<file path="src/rtl/wbm_simple.sv">
// wbm_simple: single-outstanding WISHBONE classic initiator.
// A command is taken through a valid/ready handshake, run as one bus
// cycle (with retry/backoff on wb_rty_i), and its result is returned
// through a valid/ready response handshake.
// Optional feature: define WBM_SIMPLE_TIMEOUT_EN to add a watchdog that
// ends a bus cycle with status TIMEOUT after TIMEOUT_CYCLES clocks.
module wbm_simple #(
  parameter int ADDRESS_WIDTH  = 16,
  parameter int DATA_WIDTH     = 32,
  parameter int MAX_RETRY      = 3,
  parameter int TIMEOUT_CYCLES = 255
) (
  input  logic                      clk_i,
  input  logic                      rst_i,
  input  logic                      cmd_valid_i,
  output logic                      cmd_ready_o,
  input  logic                      cmd_we_i,
  input  logic [ADDRESS_WIDTH-1:0]  cmd_adr_i,
  input  logic [DATA_WIDTH-1:0]     cmd_dat_i,
  input  logic [DATA_WIDTH/8-1:0]   cmd_sel_i,
  output logic                      rsp_valid_o,
  input  logic                      rsp_ready_i,
  output logic [DATA_WIDTH-1:0]     rsp_dat_o,
  output logic [1:0]                rsp_status_o,
  output logic                      wb_cyc_o,
  output logic                      wb_stb_o,
  output logic                      wb_we_o,
  output logic [ADDRESS_WIDTH-1:0]  wb_adr_o,
  output logic [DATA_WIDTH-1:0]     wb_dat_o,
  output logic [DATA_WIDTH/8-1:0]   wb_sel_o,
  input  logic [DATA_WIDTH-1:0]     wb_dat_i,
  input  logic                      wb_ack_i,
  input  logic                      wb_err_i,
  input  logic                      wb_rty_i
);

  localparam int SEL_W   = DATA_WIDTH / 8;
  // At least one bit so MAX_RETRY=0 still yields a legal counter.
  localparam int RETRY_W = (MAX_RETRY < 1) ? 1 : $clog2(MAX_RETRY + 1);
  localparam logic [RETRY_W-1:0] RETRY_MAX = RETRY_W'(MAX_RETRY);
  localparam logic [RETRY_W-1:0] RETRY_ONE = RETRY_W'(1);

  localparam logic [1:0] STATUS_OK        = 2'b00;
  localparam logic [1:0] STATUS_ERR       = 2'b01;
  localparam logic [1:0] STATUS_RETRY_EXH = 2'b10;

  // Reject parameter sets that cannot describe a working initiator.
  if (TIMEOUT_CYCLES < 1) begin : g_bad_timeout
    $error("wbm_simple: TIMEOUT_CYCLES must be at least 1");
  end
  if ((DATA_WIDTH % 8) != 0) begin : g_bad_width
    $error("wbm_simple: DATA_WIDTH must be a multiple of 8");
  end

  typedef enum logic [1:0] {
    ST_IDLE,
    ST_BUS,
    ST_BACKOFF,
    ST_RESP
  } state_t;

  state_t                     state_q, state_d;
  logic                       cmd_ready_q, cmd_ready_d;
  logic                       cyc_q, cyc_d;
  logic                       we_q, we_d;
  logic [ADDRESS_WIDTH-1:0]   adr_q, adr_d;
  logic [DATA_WIDTH-1:0]      dat_q, dat_d;
  logic [SEL_W-1:0]           sel_q, sel_d;
  logic [RETRY_W-1:0]         retry_q, retry_d;
  logic                       rsp_valid_q, rsp_valid_d;
  logic [DATA_WIDTH-1:0]      rsp_dat_q, rsp_dat_d;
  logic [1:0]                 rsp_status_q, rsp_status_d;

`ifdef WBM_SIMPLE_TIMEOUT_EN
  localparam logic [1:0] STATUS_TIMEOUT = 2'b11;
  localparam int WDOG_W = $clog2(TIMEOUT_CYCLES + 1);
  localparam logic [WDOG_W-1:0] WDOG_LAST = WDOG_W'(TIMEOUT_CYCLES - 1);
  localparam logic [WDOG_W-1:0] WDOG_ONE  = WDOG_W'(1);
  logic [WDOG_W-1:0]          wdog_q, wdog_d;
`endif

  // Next-state and next-output logic; every output is taken from a flop.
  always_comb begin
    state_d      = state_q;
    cyc_d        = cyc_q;
    we_d         = we_q;
    adr_d        = adr_q;
    dat_d        = dat_q;
    sel_d        = sel_q;
    retry_d      = retry_q;
    rsp_valid_d  = rsp_valid_q;
    rsp_dat_d    = rsp_dat_q;
    rsp_status_d = rsp_status_q;
`ifdef WBM_SIMPLE_TIMEOUT_EN
    wdog_d       = wdog_q;
`endif

    case (state_q)
      ST_IDLE: begin
        if (cmd_valid_i && cmd_ready_q) begin
          we_d    = cmd_we_i;
          adr_d   = cmd_adr_i;
          dat_d   = cmd_dat_i;
          sel_d   = cmd_sel_i;
          retry_d = '0;
`ifdef WBM_SIMPLE_TIMEOUT_EN
          wdog_d  = '0;
`endif
          cyc_d   = 1'b1;
          state_d = ST_BUS;
        end
      end

      ST_BUS: begin
        if (wb_err_i) begin
          cyc_d        = 1'b0;
          rsp_valid_d  = 1'b1;
          rsp_status_d = STATUS_ERR;
          rsp_dat_d    = '0;
          state_d      = ST_RESP;
        end else if (wb_ack_i) begin
          cyc_d        = 1'b0;
          rsp_valid_d  = 1'b1;
          rsp_status_d = STATUS_OK;
          rsp_dat_d    = we_q ? '0 : wb_dat_i;
          state_d      = ST_RESP;
        end else if (wb_rty_i) begin
          cyc_d = 1'b0;
          if (retry_q < RETRY_MAX) begin
            retry_d = retry_q + RETRY_ONE;
            state_d = ST_BACKOFF;
          end else begin
            rsp_valid_d  = 1'b1;
            rsp_status_d = STATUS_RETRY_EXH;
            rsp_dat_d    = '0;
            state_d      = ST_RESP;
          end
        end
`ifdef WBM_SIMPLE_TIMEOUT_EN
        else if (wdog_q == WDOG_LAST) begin
          cyc_d        = 1'b0;
          rsp_valid_d  = 1'b1;
          rsp_status_d = STATUS_TIMEOUT;
          rsp_dat_d    = '0;
          state_d      = ST_RESP;
        end else begin
          wdog_d = wdog_q + WDOG_ONE;
        end
`endif
      end

      ST_BACKOFF: begin
        cyc_d   = 1'b1;
`ifdef WBM_SIMPLE_TIMEOUT_EN
        wdog_d  = '0;
`endif
        state_d = ST_BUS;
      end

      ST_RESP: begin
        if (rsp_ready_i) begin
          rsp_valid_d  = 1'b0;
          rsp_dat_d    = '0;
          rsp_status_d = STATUS_OK;
          state_d      = ST_IDLE;
        end
      end

      default: begin
        cyc_d       = 1'b0;
        rsp_valid_d = 1'b0;
        state_d     = ST_IDLE;
      end
    endcase

    cmd_ready_d = (state_d == ST_IDLE);
  end

  // State and registered outputs; reset clears everything and drops the bus.
  always_ff @(posedge clk_i or posedge rst_i) begin
    if (rst_i) begin
      state_q      <= ST_IDLE;
      cmd_ready_q  <= 1'b0;
      cyc_q        <= 1'b0;
      we_q         <= 1'b0;
      adr_q        <= '0;
      dat_q        <= '0;
      sel_q        <= '0;
      retry_q      <= '0;
      rsp_valid_q  <= 1'b0;
      rsp_dat_q    <= '0;
      rsp_status_q <= STATUS_OK;
`ifdef WBM_SIMPLE_TIMEOUT_EN
      wdog_q       <= '0;
`endif
    end else begin
      state_q      <= state_d;
      cmd_ready_q  <= cmd_ready_d;
      cyc_q        <= cyc_d;
      we_q         <= we_d;
      adr_q        <= adr_d;
      dat_q        <= dat_d;
      sel_q        <= sel_d;
      retry_q      <= retry_d;
      rsp_valid_q  <= rsp_valid_d;
      rsp_dat_q    <= rsp_dat_d;
      rsp_status_q <= rsp_status_d;
`ifdef WBM_SIMPLE_TIMEOUT_EN
      wdog_q       <= wdog_d;
`endif
    end
  end

  assign cmd_ready_o  = cmd_ready_q;
  assign wb_cyc_o     = cyc_q;
  assign wb_stb_o     = cyc_q;
  assign wb_we_o      = we_q;
  assign wb_adr_o     = adr_q;
  assign wb_dat_o     = dat_q;
  assign wb_sel_o     = sel_q;
  assign rsp_valid_o  = rsp_valid_q;
  assign rsp_dat_o    = rsp_dat_q;
  assign rsp_status_o = rsp_status_q;

endmodule

</file>
<file path="config.mk">
export PLATFORM = sky130hd
export DESIGN_NAME = wbm_simple
export DESIGN_NICKNAME = d
export VERILOG_FILES = /design/src/rtl/wbm_simple.sv
export SDC_FILE = /design/constraint.sdc
export NUM_CORES = 1
export LEC_CHECK = 0
export CORE_ASPECT_RATIO = 0.9
export CORE_MARGIN = 5
export CORE_UTILIZATION = 45
export CTS_BUF_LIST = sky130_fd_sc_hd__clkbuf_4 sky130_fd_sc_hd__clkbuf_8 sky130_fd_sc_hd__clkbuf_16
export DETAILED_ROUTE_END_ITERATION = 16
export GPL_TIMING_DRIVEN = 0
export PLACE_DENSITY = 0.95
export SLEW_MARGIN = 20
export SYNTH_ARGS = -nofsm -noshare
export SYNTH_HDL_FRONTEND = slang
export SYNTH_SLANG_ARGS = --single-unit
</file>
<file path="constraint.sdc">
create_clock -name clk_i -period 4.7 [get_ports clk_i]
set_input_delay 0.94 -clock clk_i [delete_from_list [all_inputs] [get_ports clk_i]]
set_output_delay 0.94 -clock clk_i [all_outputs]
set_load 0.05 [all_outputs]
</file>
# After elaboration in Yosys (flattened, before gate mapping)
# Cells that the tools add are included.
classes:
  mux: 37
  n_eq_ne: 11
  addsub: 1
  magnitude_cmp: 1
  n_reduce_logical: 10
ops:
  columns: ["operator", "count"]
  rows:
  - ["32-bit 2-to-1 mux", 6]
  - ["32-bit one-hot mux with 2 select lines", 1]
  - ["2-bit 2-to-1 mux", 15]
  - ["2-bit != test (second input constant)", 6]
  - ["1-bit 2-to-1 mux", 10]
  - ["4-bit != test (second input constant)", 2]
  - ["2-bit one-hot mux with 2 select lines", 2]
  - ["2-bit one-hot mux with 4 select lines", 1]
  - ["6-bit AND reduction", 1]
  - ["2-bit equality test (second input constant)", 2]
  - ["2-bit zero test", 2]
  - ["4-bit AND reduction", 1]
  - ["2-bit nonzero test", 2]
  - ["1-bit one-hot mux with 3 select lines", 1]
  - ["3-bit AND reduction", 1]
  - ["3-bit nonzero test", 1]
  - ["2-bit by 1-bit adder with 2-bit output (second input constant)", 1]
  - ["2-bit by 1-bit equality test with 1-bit output (second input constant)", 1]
  - ["2-bit < comparator (second input constant)", 1]
  - ["1-bit one-hot mux with 2 select lines", 1]
  - ["2-bit AND reduction", 1]
  - ["1-bit logical AND", 1]
word_totals:
  ff_bits: 94
  elab_cells: 71

# Depth between registers and ports, before layout
# Gate-level depths: netlist (run 1).
depth:
  depth_word: 7
  depth_mapped: 5
  mapped_depth_nobuf: 4

# Worst setup path before layout (run 1)
# OpenSTA, ideal clock, no wires.
synth_timing:
  kind: "input to register"
  startpoint: "in wb_err_i"
  endpoint: "reg retry_q[1]"
  required_time_ns: 4.575
  arrival_ns: 1.907
  cell_stages: 3
  setup_slack_ns: 2.668
  setup_time_ns: 0.125
  n_path_buf: 0
  path_cell_list: "or3_1 > nor3_2 > mux2_2"
synth_via:
  elab_chain_len: 2
synth_rtl:
  columns: ["item", "line", "rtl"]
  rows:
  - ["from (decl)", "33", "input logic wb_err_i,"]
  - ["2-bit != test (no line)", null, null]
  - ["6-bit AND reduction (no line)", null, null]
  - ["to (signal assigned)", "204", "retry_q <= retry_d;"]
  - ["to (decl)", "69", "logic [RETRY_W-1:0] retry_q, retry_d;"]
# No other way between the ends.
# A chain may end at the register's enable or synchronous reset.

# Worst setup path after layout (run 1)
layout_timing:
  startpoint: "reg cyc_q (netlist: wb_cyc_o)"
  endpoint: "out wb_stb_o"
layout_lines:
  columns: ["item", "line", "rtl"]
  rows:
  - ["from (decl)", "64", "logic cyc_q, cyc_d;"]
  - ["from (signal assigned)", "199", "cyc_q <= cyc_d;"]
  - ["to (decl)", "26", "output logic wb_stb_o,"]
# No word-level cell between the ends.

==> metrics.cfg, run 1 <==
[clock_network]
hold_buffers=0
h-tree-depth=3
clkSinkCount=94
cts_buffer_depth=2
path_clk_slew_ns=0.09
cts_tree=built
worstSkewPairLatency_ns=0.35
root_buffer=clkbuf_8
cts_buffers=9
postCtsSetupBuffers=0
cts_resized=0

[yosys]
ys_ff_latch=94
yosysWarningCount=0
synth_nets=357
yosysTopAreaCell=dfrtp_1
synth_area_leaders=dfrtp_1 (59%), mux2_2 (17%), mux2_4 (10%), and3_1 (5.0%), buf_4 (1.1%)
synth_cells=264
yosysTopAreaCellShare=0.5869
ys_seq_area_frac=0.5869
synth_ff_type=dfrtp_1
post-synth-top-count-cell=dfrtp_1
synth_edf_count=0
async_reset_ff_frac=1.000
ys_top_cells_by_count=dfrtp_1 (94), mux2_2 (60), and3_1 (32), mux2_4 (27)
synth.cell_area_um2=4008
syn_avg_cell_area_um2=15.18
ys_types=33

[sta]
fin_ws_ns=2.078
fin_tns_setup_ns=0
worst_pin_slew_ns=0.5414
hold_viol_final=0
slew_headroom=0.6379
setup_viol=0
period_needed_ns=2.622
min_period_over_period=0.5579
rsz0062_at_grt=no
fmax_mhz=381.4
drv_slew=0
clock_skew_ns=0.008743

[global_routing]
antenna_found_initial=0
grt_pass1_vias=3296
track_usage=0.2003
grt_start_max_net_pins=53
grt_pass1_wl_mm=16.88
grt_overflow=0

[setup_path]
critPathLaunchType=flip-flop
cp.depth=2
crit_required_ns=3.76
max_stage_delay_ns=0.80
critPathLaunch=wb_cyc_o
crit_family=buffers and inverters
worstReg2RegStart=retry_q[0]
crit_buf_inv=2
cp_slowest_cell=clkdlybuf4s50_1
crit_chain=buf_4, clkdlybuf4s50_1
worstPathArrival_ns=1.68
reg2regPathDepth=5
path_class=reg -> out
end_kind=output port
cp_max_fo=4

[placed_design]
gp_congestion=0.8064
dp_hpwl_mm=8.214
place_inst=566
dpl_worst_slack_ns=1.783
io_buffers=182

[hold_path]
min_path_cells=1
hp-start=retry_q[0]
hp-class=reg -> reg

[cells_and_area]
final_nets=551
synthToLayoutAreaGrowth_pct=55.14
diodes=0
seqCellArea_um2=2352
fin_cells=582
multi_input_area_um2=1518
drive_gt1_frac=0.2613
finalCoreUtilization=0.7189
n_fill_cell=599

[drt]
first_iter_violations=72
avgRoutedWirePerCell_um=18.07
viasPerCell=4.960
via_count=2887
ant_nets=0
first_pass_iters=4
drt-total-wl_mm=10.52
route.detailed.drc=0

[run_status]
status=completed

[floorplanning]
start_util=0.4634
dieArea_um2=10900
num_rows=32
die_y_um=99.53
io_pins=183
coreArea_um2=8648
fp.dieW_um=109.5

[power]
power_density_nw_per_um2=703.6
leakage_nw=2.802
ir_worst_vdd_mv=0.7071

[run]
maxCapViolCount=0

-- where the power goes --
part	leakage, nW	internal [mW]	switching (mW)
Combinational	1.50	0.972	1.55
Sequential	1.20	1.12	0.179
Clock	0.103	0.263	0.282
-- cell usage in the layout, fill, tap and decap left out, types with 2 or more instances in the layout --
cell type | synthesis | layout
mux2_4 | 27 | 27
a21oi_1 | 3 | 3
and3_1 | 32 | 32
buf_4 | 6 | 6
clkbuf_1 | 6 | 6
clkinv_4 | 0 | 2
clkbuf_8 | 0 | 10
inv_6 | 0 | 2
buf_2 | 2 | 2
nand2_1 | 2 | 2
mux2_2 | 60 | 60
or3_1 | 2 | 2
clkdlybuf4s50_1 | 0 | 182
inv_1 | 4 | 3
dfrtp_1 | 94 | 94
buf_6 | 4 | 4
nor2b_1 | 2 | 2
-- through the flow --
| stage | instance area, µm² | hold slack [ns] | power (mW) |
|---|---|---|---|
| finish | 6217 | 0.4998 | 4.375 |
| global route | 6217 | 0.5287 | 4.580 |
| CTS | 6217 | 0.5086 | 4.416 |
| detailed placement | 6011 | 0.4943 | 3.862 |
| global placement | 5978 | 0.4712 | 3.779 |
| floorplan | 4008 | 0.4562 | 2.980 |
-- flip-flops by register name, summed over array words and instances, names as in the netlist --
name	flops
rsp_dat_o	32
wb_dat_o	32
wb_adr_o	16
wb_sel_o	4
retry_q	2
rsp_status_o	2
state_q	2
cmd_ready_o	1
rsp_valid_o	1
wb_cyc_o	1
wb_we_o	1
-- cell families (layout without fill, tap and decap cells) --
logic type               Yosys count  after routing  synth area share
adder cells (fa/ha/maj)            1              1          0.003122
buffers and inverters             22            221           0.03434
AND/OR/NAND/NOR                   47             47           0.07555
multiplexers                      88             88            0.2722
AO/OA/AOI/OAI                     12             12           0.02779
flip-flops                        94             94            0.5870
-- worst reg2reg max path, stage by stage, from the launching register on --
cell	delay, ns
dfrtp_1	0.38
ha_1	0.29
a2111oi_4	0.12
nor3_4	0.46
buf_6	0.26
mux2_4	0.32
-- layer usage --
| layer | track usage | wire length (µm) | vias up |
|---|---|---|---|
| li1 | - | - | 1326 |
| met1 | 0.2229 | 3952 | 1425 |
| met2 | 0.3627 | 5536 | 112 |
| met3 | 0.06295 | 798 | 24 |
| met4 | 0.06040 | 228 | 0 |
| met5 | 0 | 0 | - |
-- area by class of cell --
type,instances,share of cell area
flip-flops and latches,94,0.3783
repair buffers,183,0.2974
multi-input cells,148,0.2441
well taps,119,0.02395
clock buffers,10,0.02214
plain buffers,18,0.01972
clock inverters,6,0.01107
inverters,4,0.003220
-- path summary, 6_finish.rpt --
check                                 to  slack (ns)
max                             wb_stb_o        2.08
min in group asynchronous   wb_adr_o[11]        0.97
max reg2reg                 rsp_dat_o[9]        2.78
max in group asynchronous  rsp_dat_o[25]        3.14
min                           retry_q[0]        0.50
min reg2reg                   retry_q[0]        0.50
No activity file was read; power rests on OpenSTA's default activity.
==> inputs of run 2 (changes only) <==
--- a/config.mk
+++ b/config.mk
@@ -7,11 +7,11 @@
 export LEC_CHECK = 0
 export CORE_ASPECT_RATIO = 0.9
 export CORE_MARGIN = 5
-export CORE_UTILIZATION = 45
+export CORE_UTILIZATION = 38
 export CTS_BUF_LIST = sky130_fd_sc_hd__clkbuf_4 sky130_fd_sc_hd__clkbuf_8 sky130_fd_sc_hd__clkbuf_16
 export DETAILED_ROUTE_END_ITERATION = 16
 export GPL_TIMING_DRIVEN = 0
-export PLACE_DENSITY = 0.95
+export PLACE_DENSITY = 0.87
 export SLEW_MARGIN = 20
 export SYNTH_ARGS = -nofsm -noshare
 export SYNTH_HDL_FRONTEND = slang
==> constraint.sdc (replaced) <==
create_clock -name clk_i -period 2.2 [get_ports clk_i]
set_input_delay 0.44 -clock clk_i [delete_from_list [all_inputs] [get_ports clk_i]]
set_output_delay 0.44 -clock clk_i [all_outputs]
set_load 0.05 [all_outputs]
==> run 2 against run 1 <==
Net effect:
- clock power grew to 2.6 times the previous value
- die area is 17% higher
- critical endpoint is now rsp_dat_o[22]
- worst hold slack gained 0.0019 ns
- non-clock buffer count rose by 2
- cell area is 1.9% higher
- total power is 120% higher
- largest cell class unchanged
- global-route usage fell by 3.5 points
- first-iteration DRC count rose by 58%
==> metrics.cfg, run 2 (synthesis gave the netlist of run 1 again) <==
[global_routing]
antenna_found_initial=0  ; unchanged
grt_pass1_vias=3188  ; -3.3%
grt_pass1_wl_mm=16.99  ; +0.65%
grt_start_max_net_pins=36  ; -32%
track_usage=0.1658  ; -0.03451
grt_overflow=0  ; unchanged

[clock_network]
worstSkewPairLatency_ns=0.33  ; -0.02 ns
path_clk_slew_ns=0.07  ; -0.02 ns
postCtsSetupBuffers=0  ; unchanged
hold_buffers=0  ; unchanged
cts_tree=built
h-tree-depth=3  ; unchanged
cts_resized=0  ; unchanged
root_buffer=clkbuf_16
clkSinkCount=94  ; unchanged
cts_buffer_depth=2  ; unchanged
cts_buffers=9  ; unchanged

[sta]
hold_viol_final=0  ; unchanged
worst_pin_slew_ns=0.5401  ; -0.001302 ns
period_needed_ns=2.090
rsz0062_at_grt=no
fmax_mhz=478.5
clock_skew_ns=0.004791  ; -0.003952 ns
setup_viol=0  ; unchanged
drv_slew=0  ; unchanged
min_period_over_period=0.9499
fin_tns_setup_ns=0  ; unchanged
hold_ws_ns=0.5017  ; +0.001906 ns
slew_headroom=0.6388  ; +0.0008710

[power]
power_density_nw_per_um2=1515  ; +120%
ir_worst_vdd_mv=1.082  ; +53%
leakage_nw=2.841  ; +1.4%
power.total_mw=9.600  ; +120%

[setup_path]
crit_family=buffers and inverters
path_class=in -> reg
critPathLaunchType=input pin
crit_buf_inv=2  ; unchanged
max_stage_delay_ns=0.75  ; -0.05 ns
end_kind=flip-flop
crit_chain=clkdlybuf4s50_1, a2111oi_4, nor3_4, buf_6, mux2_4
cp_slowest_cell=clkdlybuf4s50_1
worstPathArrival_ns=2.30  ; +0.62 ns
crit_required_ns=2.41  ; -1.35 ns
cp_max_fo=10  ; +6

[drt]
avgRoutedWirePerCell_um=17.82  ; -1.4%
first_iter_violations=114  ; +58%
via_count=2893  ; +0.21%
first_pass_iters=4  ; unchanged
viasPerCell=4.870  ; -1.8%
route.detailed.drc=0  ; unchanged
ant_nets=0  ; unchanged
drt-total-wl_mm=10.58  ; +0.65%

[cells_and_area]
n_fill_cell=785  ; +31%
fin_cells=594  ; +2.1%
seqCellArea_um2=2352  ; unchanged
final_common_cell=clkdlybuf4s50_1
multi_input_area_um2=1518  ; unchanged
diodes=0  ; unchanged
finalCoreUtilization=0.6158  ; -0.1031
layout.cells.most_common_list=clkdlybuf4s50_1 (182), dfrtp_1 (94), mux2_2 (60)
synthToLayoutAreaGrowth_pct=58.13
drive_gt1_frac=0.2645  ; +0.003177
final_nets=553  ; +0.36%

[floorplanning]
io_pins=183  ; unchanged
start_util=0.3894  ; -0.07397
coreArea_um2=10290  ; +19%
die_y_um=107.4  ; +7.9%
num_rows=35  ; +9.4%
dieArea_um2=12700  ; +17%
fp.dieW_um=118.3  ; +8.0%

[placed_design]
io_buffers=182  ; unchanged
dp_hpwl_mm=8.238  ; +0.29%
place_inst=578  ; +2.1%
gp_congestion=0.7892  ; -2.1%

[hold_path]
hp-class=reg -> reg

[run]
maxCapViolCount=0  ; unchanged

[run_status]
status=completed

run 2: cell count changes in the layout (fill, tap and decap cells not counted):
cell        previous run  this run
clkbuf_16              0         9
inv_6                  2         1
clkinvlp_4             1         4
buf_12                 0         2
clkinv_2               1         2
clkbuf_8              10         0
bufinv_16              1         0
clkinv_4               2         1
run 2: layout make-up:
type / instances / share of cell area
clock buffer: 9 / 0.03554
sequential: 94 / 0.3712
clock inverter: 7 / 0.007897
inverter: 4 / 0.002961
tap: 129 / 0.02547
multi-input combinational: 148 / 0.2395
timing repair buffer: 185 / 0.2981
buffer: 18 / 0.01935
run 2: worst paths after layout:
path / from / to / slack, ns / depth (start not counted)
worst max-delay path: wb_ack_i / rsp_dat_o[22] / 0.11 / 5
worst min-delay path: retry_q[0] / retry_q[0] / 0.50 / 1
worst max register to register: retry_q[0] / rsp_dat_o[22] / 0.29 / 5
worst min register to register: retry_q[0] / retry_q[0] / 0.50 / 1
max in group asynchronous: rst_i / rsp_dat_o[26] / 1.00 / 4
min in group asynchronous: rst_i / wb_adr_o[10] / 0.51 / 2
run 2: worst reg2reg max path, stage by stage, from the launching register on:
cell       delay (ns)
dfrtp_1          0.38
ha_1             0.30
a2111oi_4        0.12
nor3_4           0.43
buf_6            0.25
mux2_4           0.32
run 2: power by group:
part	switching (mW)	total [mW]	leakage [nW]	internal, mW
registers	0.374	2.78	1.20	2.41
clock network	0.656	1.42	0.128	0.767
logic	3.31	5.40	1.52	2.08
run 2: stage by stage:
stage / area, µm² / setup WS [ns]
2_1_floorplan: 4011 / 0.4126
3_3_place_gp: 5995 / -0.2840
3_5_place_dp: 6062 / -0.2274
4_1_cts: 6337 / 0.07600
5_1_grt: 6337 / 0.03947
6_report: 6337 / 0.1101
run 2: routing by layer:
layer | track usage | wire, µm | part of all wire | vias up
met4 | 0.04914 | 194 | 0.018 | 0
li1 | - | - | - | 1336
met5 | 0 | 0 | 0 | -
met2 | 0.2920 | 5452 | 0.52 | 100
met3 | 0.05885 | 770 | 0.073 | 16
met1 | 0.1899 | 4165 | 0.39 | 1441
==> inputs of run 3 (changes only) <==
--- a/config.mk
+++ b/config.mk
@@ -6,12 +6,12 @@
 export NUM_CORES = 1
 export LEC_CHECK = 0
 export CORE_ASPECT_RATIO = 0.9
-export CORE_MARGIN = 5
-export CORE_UTILIZATION = 38
+export CORE_UTILIZATION = 30
 export CTS_BUF_LIST = sky130_fd_sc_hd__clkbuf_4 sky130_fd_sc_hd__clkbuf_8 sky130_fd_sc_hd__clkbuf_16
 export DETAILED_ROUTE_END_ITERATION = 16
 export GPL_TIMING_DRIVEN = 0
-export PLACE_DENSITY = 0.87
+export PLACE_DENSITY = 0.74
+export REMOVE_ABC_BUFFERS = 1
 export SLEW_MARGIN = 20
 export SYNTH_ARGS = -nofsm -noshare
 export SYNTH_HDL_FRONTEND = slang
==> run 3 against run 2 <==
Net effect:
- die area is 8.8% higher
- clock skew rose by 0.0031 ns
- cell count rose by 3.7%
- core utilization shrank 12 points
- sequential power increased by 2%
- setup slack better by 0.0071 ns
- via count decreased by 2.1%
- critical path type unchanged
- largest cell class unchanged
- largest power group unchanged
- highest routed layer unchanged
==> metrics.cfg, run 3 (synthesis gave the netlist of run 1 again) <==
[run_status]
status=completed

[cells_and_area]
drive_gt1_frac=0.2655  ; +0.0009706
synthToLayoutAreaGrowth_pct=59.94
multi_input_area_um2=1540  ; +1.5%
seqCellArea_um2=2355  ; +0.11%
layout.cells.most_common_list=clkdlybuf4s50_1 (181), dfrtp_1 (92), mux2_2 (60)
n_fill_cell=1109  ; +41%
final_common_cell=clkdlybuf4s50_1
final_nets=542  ; -2.0%
diodes=0  ; unchanged
finalCoreUtilization=0.4976  ; -0.1182

[drt]
ant_nets=0  ; unchanged
route.detailed.drc=0  ; unchanged
viasPerCell=4.599  ; -5.6%
first_pass_iters=4  ; unchanged
drt-total-wl_mm=9.520  ; -10%
via_count=2833  ; -2.1%
avgRoutedWirePerCell_um=15.45  ; -13%
first_iter_violations=89  ; -22%

[run]
maxCapViolCount=0  ; unchanged

[global_routing]
use_met2=0.2315  ; -0.06049
grt_start_max_net_pins=52  ; +44%
met3_usage=0.05225  ; -0.006600
busiest_layer=met2
grt_pass1_vias=2951  ; -7.4%
grt_overflow=0  ; unchanged
antenna_found_initial=0  ; unchanged
use_met1=0.1746  ; -0.01533
track_usage=0.1444  ; -0.02138
grt_pass1_wl_mm=15.12  ; -11%

[clock_network]
cts_tree=built
clkSinkCount=94  ; unchanged
cts_buffers=9  ; unchanged
cts_buffer_depth=2  ; unchanged
h-tree-depth=3  ; unchanged
worstSkewPairLatency_ns=0.34  ; about the same
root_buffer=clkbuf_16
path_clk_slew_ns=0.06  ; about the same

[setup_path]
end_kind=flip-flop
crit_buf_inv=4  ; +2
crit_family=buffers and inverters
cp_max_fo=13  ; +3
crit_path_frequent_cell=buf_4
critPathLaunchType=input pin
max_stage_delay_ns=0.52  ; -0.23 ns
worstPathArrival_ns=2.30  ; about the same
crit_required_ns=2.41  ; about the same
crit_chain=clkdlybuf4s50_1, nor4bb_4, buf_4, buf_8, buf_4, mux2_2
cp_slowest_cell=clkdlybuf4s50_1
path_class=in -> reg

[power]
leakage_nw=2.854  ; +0.44%
pwr-share-seq=0.288  ; -0.002
p_int_mw=5.566  ; +5.9%
power_density_nw_per_um2=1534  ; +1.2%
p_sw_mw=4.265  ; -1.8%
share_comb_of_total_power=0.542  ; -0.020
clock_power_share=0.170  ; +0.022
ir_worst_vdd_mv=0.5799  ; -46%
power.total_mw=9.831  ; +2.4%
p_sw_frac=0.4338  ; -0.01863

[floorplanning]
num_rows=39  ; +11%
dieArea_um2=13830  ; +8.8%
fp.dieW_um=123.8  ; +4.7%
coreArea_um2=12880  ; +25%
die_y_um=111.7  ; +3.9%
start_util=0.3111  ; -0.07833
io_pins=183  ; unchanged

[sta]
setup_viol=0  ; unchanged
period_needed_ns=2.083  ; -0.007126 ns
fmax_mhz=480.1  ; +0.34%
slew_headroom=0.5869  ; -0.05190
clock_skew_ns=0.007910  ; +0.003118 ns
min_period_over_period=0.9467  ; -0.003239
drv_slew=0  ; unchanged
rsz0062_at_grt=no
worst_pin_slew_ns=0.6196  ; +0.07953 ns
hold_viol_final=0  ; unchanged

[placed_design]
gp_congestion=0.7320  ; -7.2%
io_buffers=182  ; unchanged
dp_hpwl_mm=6.975  ; -15%

[hold_path]
hp-class=reg -> reg

## run 3: cell count changes in the layout (fill, tap and decap cells not counted), sizes merged
cell,delta
clkinvlp,-4
clkdlybuf4s15,+1
buf,-5
bufinv,+2
clkbuf,-4
clkinv,-2
clkdlybuf4s50,-1
## run 3: metal layers
metal | share of wire | vias to the layer above | routed length (µm)
met3 | 0.11 | 13 | 1012
met4 | 0.016 | 0 | 156
li1 | - | 1314 | -
met5 | 0 | - | 0
met1 | 0.42 | 1357 | 3996
met2 | 0.46 | 149 | 4355
## run 3: worst paths after layout
kind	from	endpoint	slack (ns)	cells past startpoint
setup / recovery	cmd_valid_i	wb_dat_o[22]	0.12	6
hold / removal	rsp_valid_o	rsp_valid_o	0.49	1
setup reg to reg	state_q[1]	wb_dat_o[22]	0.13	5
hold reg to reg	rsp_valid_o	rsp_valid_o	0.49	1
max in group asynchronous	rst_i	wb_dat_o[22]	1.10	3
min in group asynchronous	rst_i	wb_sel_o[0]	0.50	2
## run 3: what timing repair did
action,CTS,global route
hold buffers,0,0
endpoints found under the setup margin,68,12
pin swaps,1,1
setup buffers,1,0
resized for setup,3,2
hold endpoints to repair,0,0
## run 3: area by class of cell
type	instances	area share
multi-input cells	148	0.2403
well taps	164	0.03201
inverters	4	0.003123
clock inverters	3	0.01074
clock buffers	11	0.03943
repair buffers	192	0.3070
flip-flops and latches	94	0.3674
## run 3: metrics by stage
stage          setup WS (ns)  setup TNS (ns)  hold WS, ns  std cells  instance area (µm²)
2_1_floorplan         -4.526         -321.12       0.4562        246                 3885
3_3_place_gp          -6.920         -639.33       0.4719        592                 5912
3_5_place_dp         -0.7976          -48.18       0.4787        601                 6077
4_1_cts              0.07359               0       0.4928        616                 6407
5_1_grt              0.02879               0       0.5182        616                 6410
6_report              0.1173               0       0.4871        616                 6410
## run 3: power by group through the flow
stage	Clock [mW]	Sequential, mW	Combinational (mW)
2_1_floorplan	0	5.10	1.17
5_1_grt	1.81	2.94	5.59
6_report	1.67	2.83	5.33
3_3_place_gp	0	2.80	5.20
4_1_cts	1.73	2.84	5.38
3_5_place_dp	0	2.86	5.37
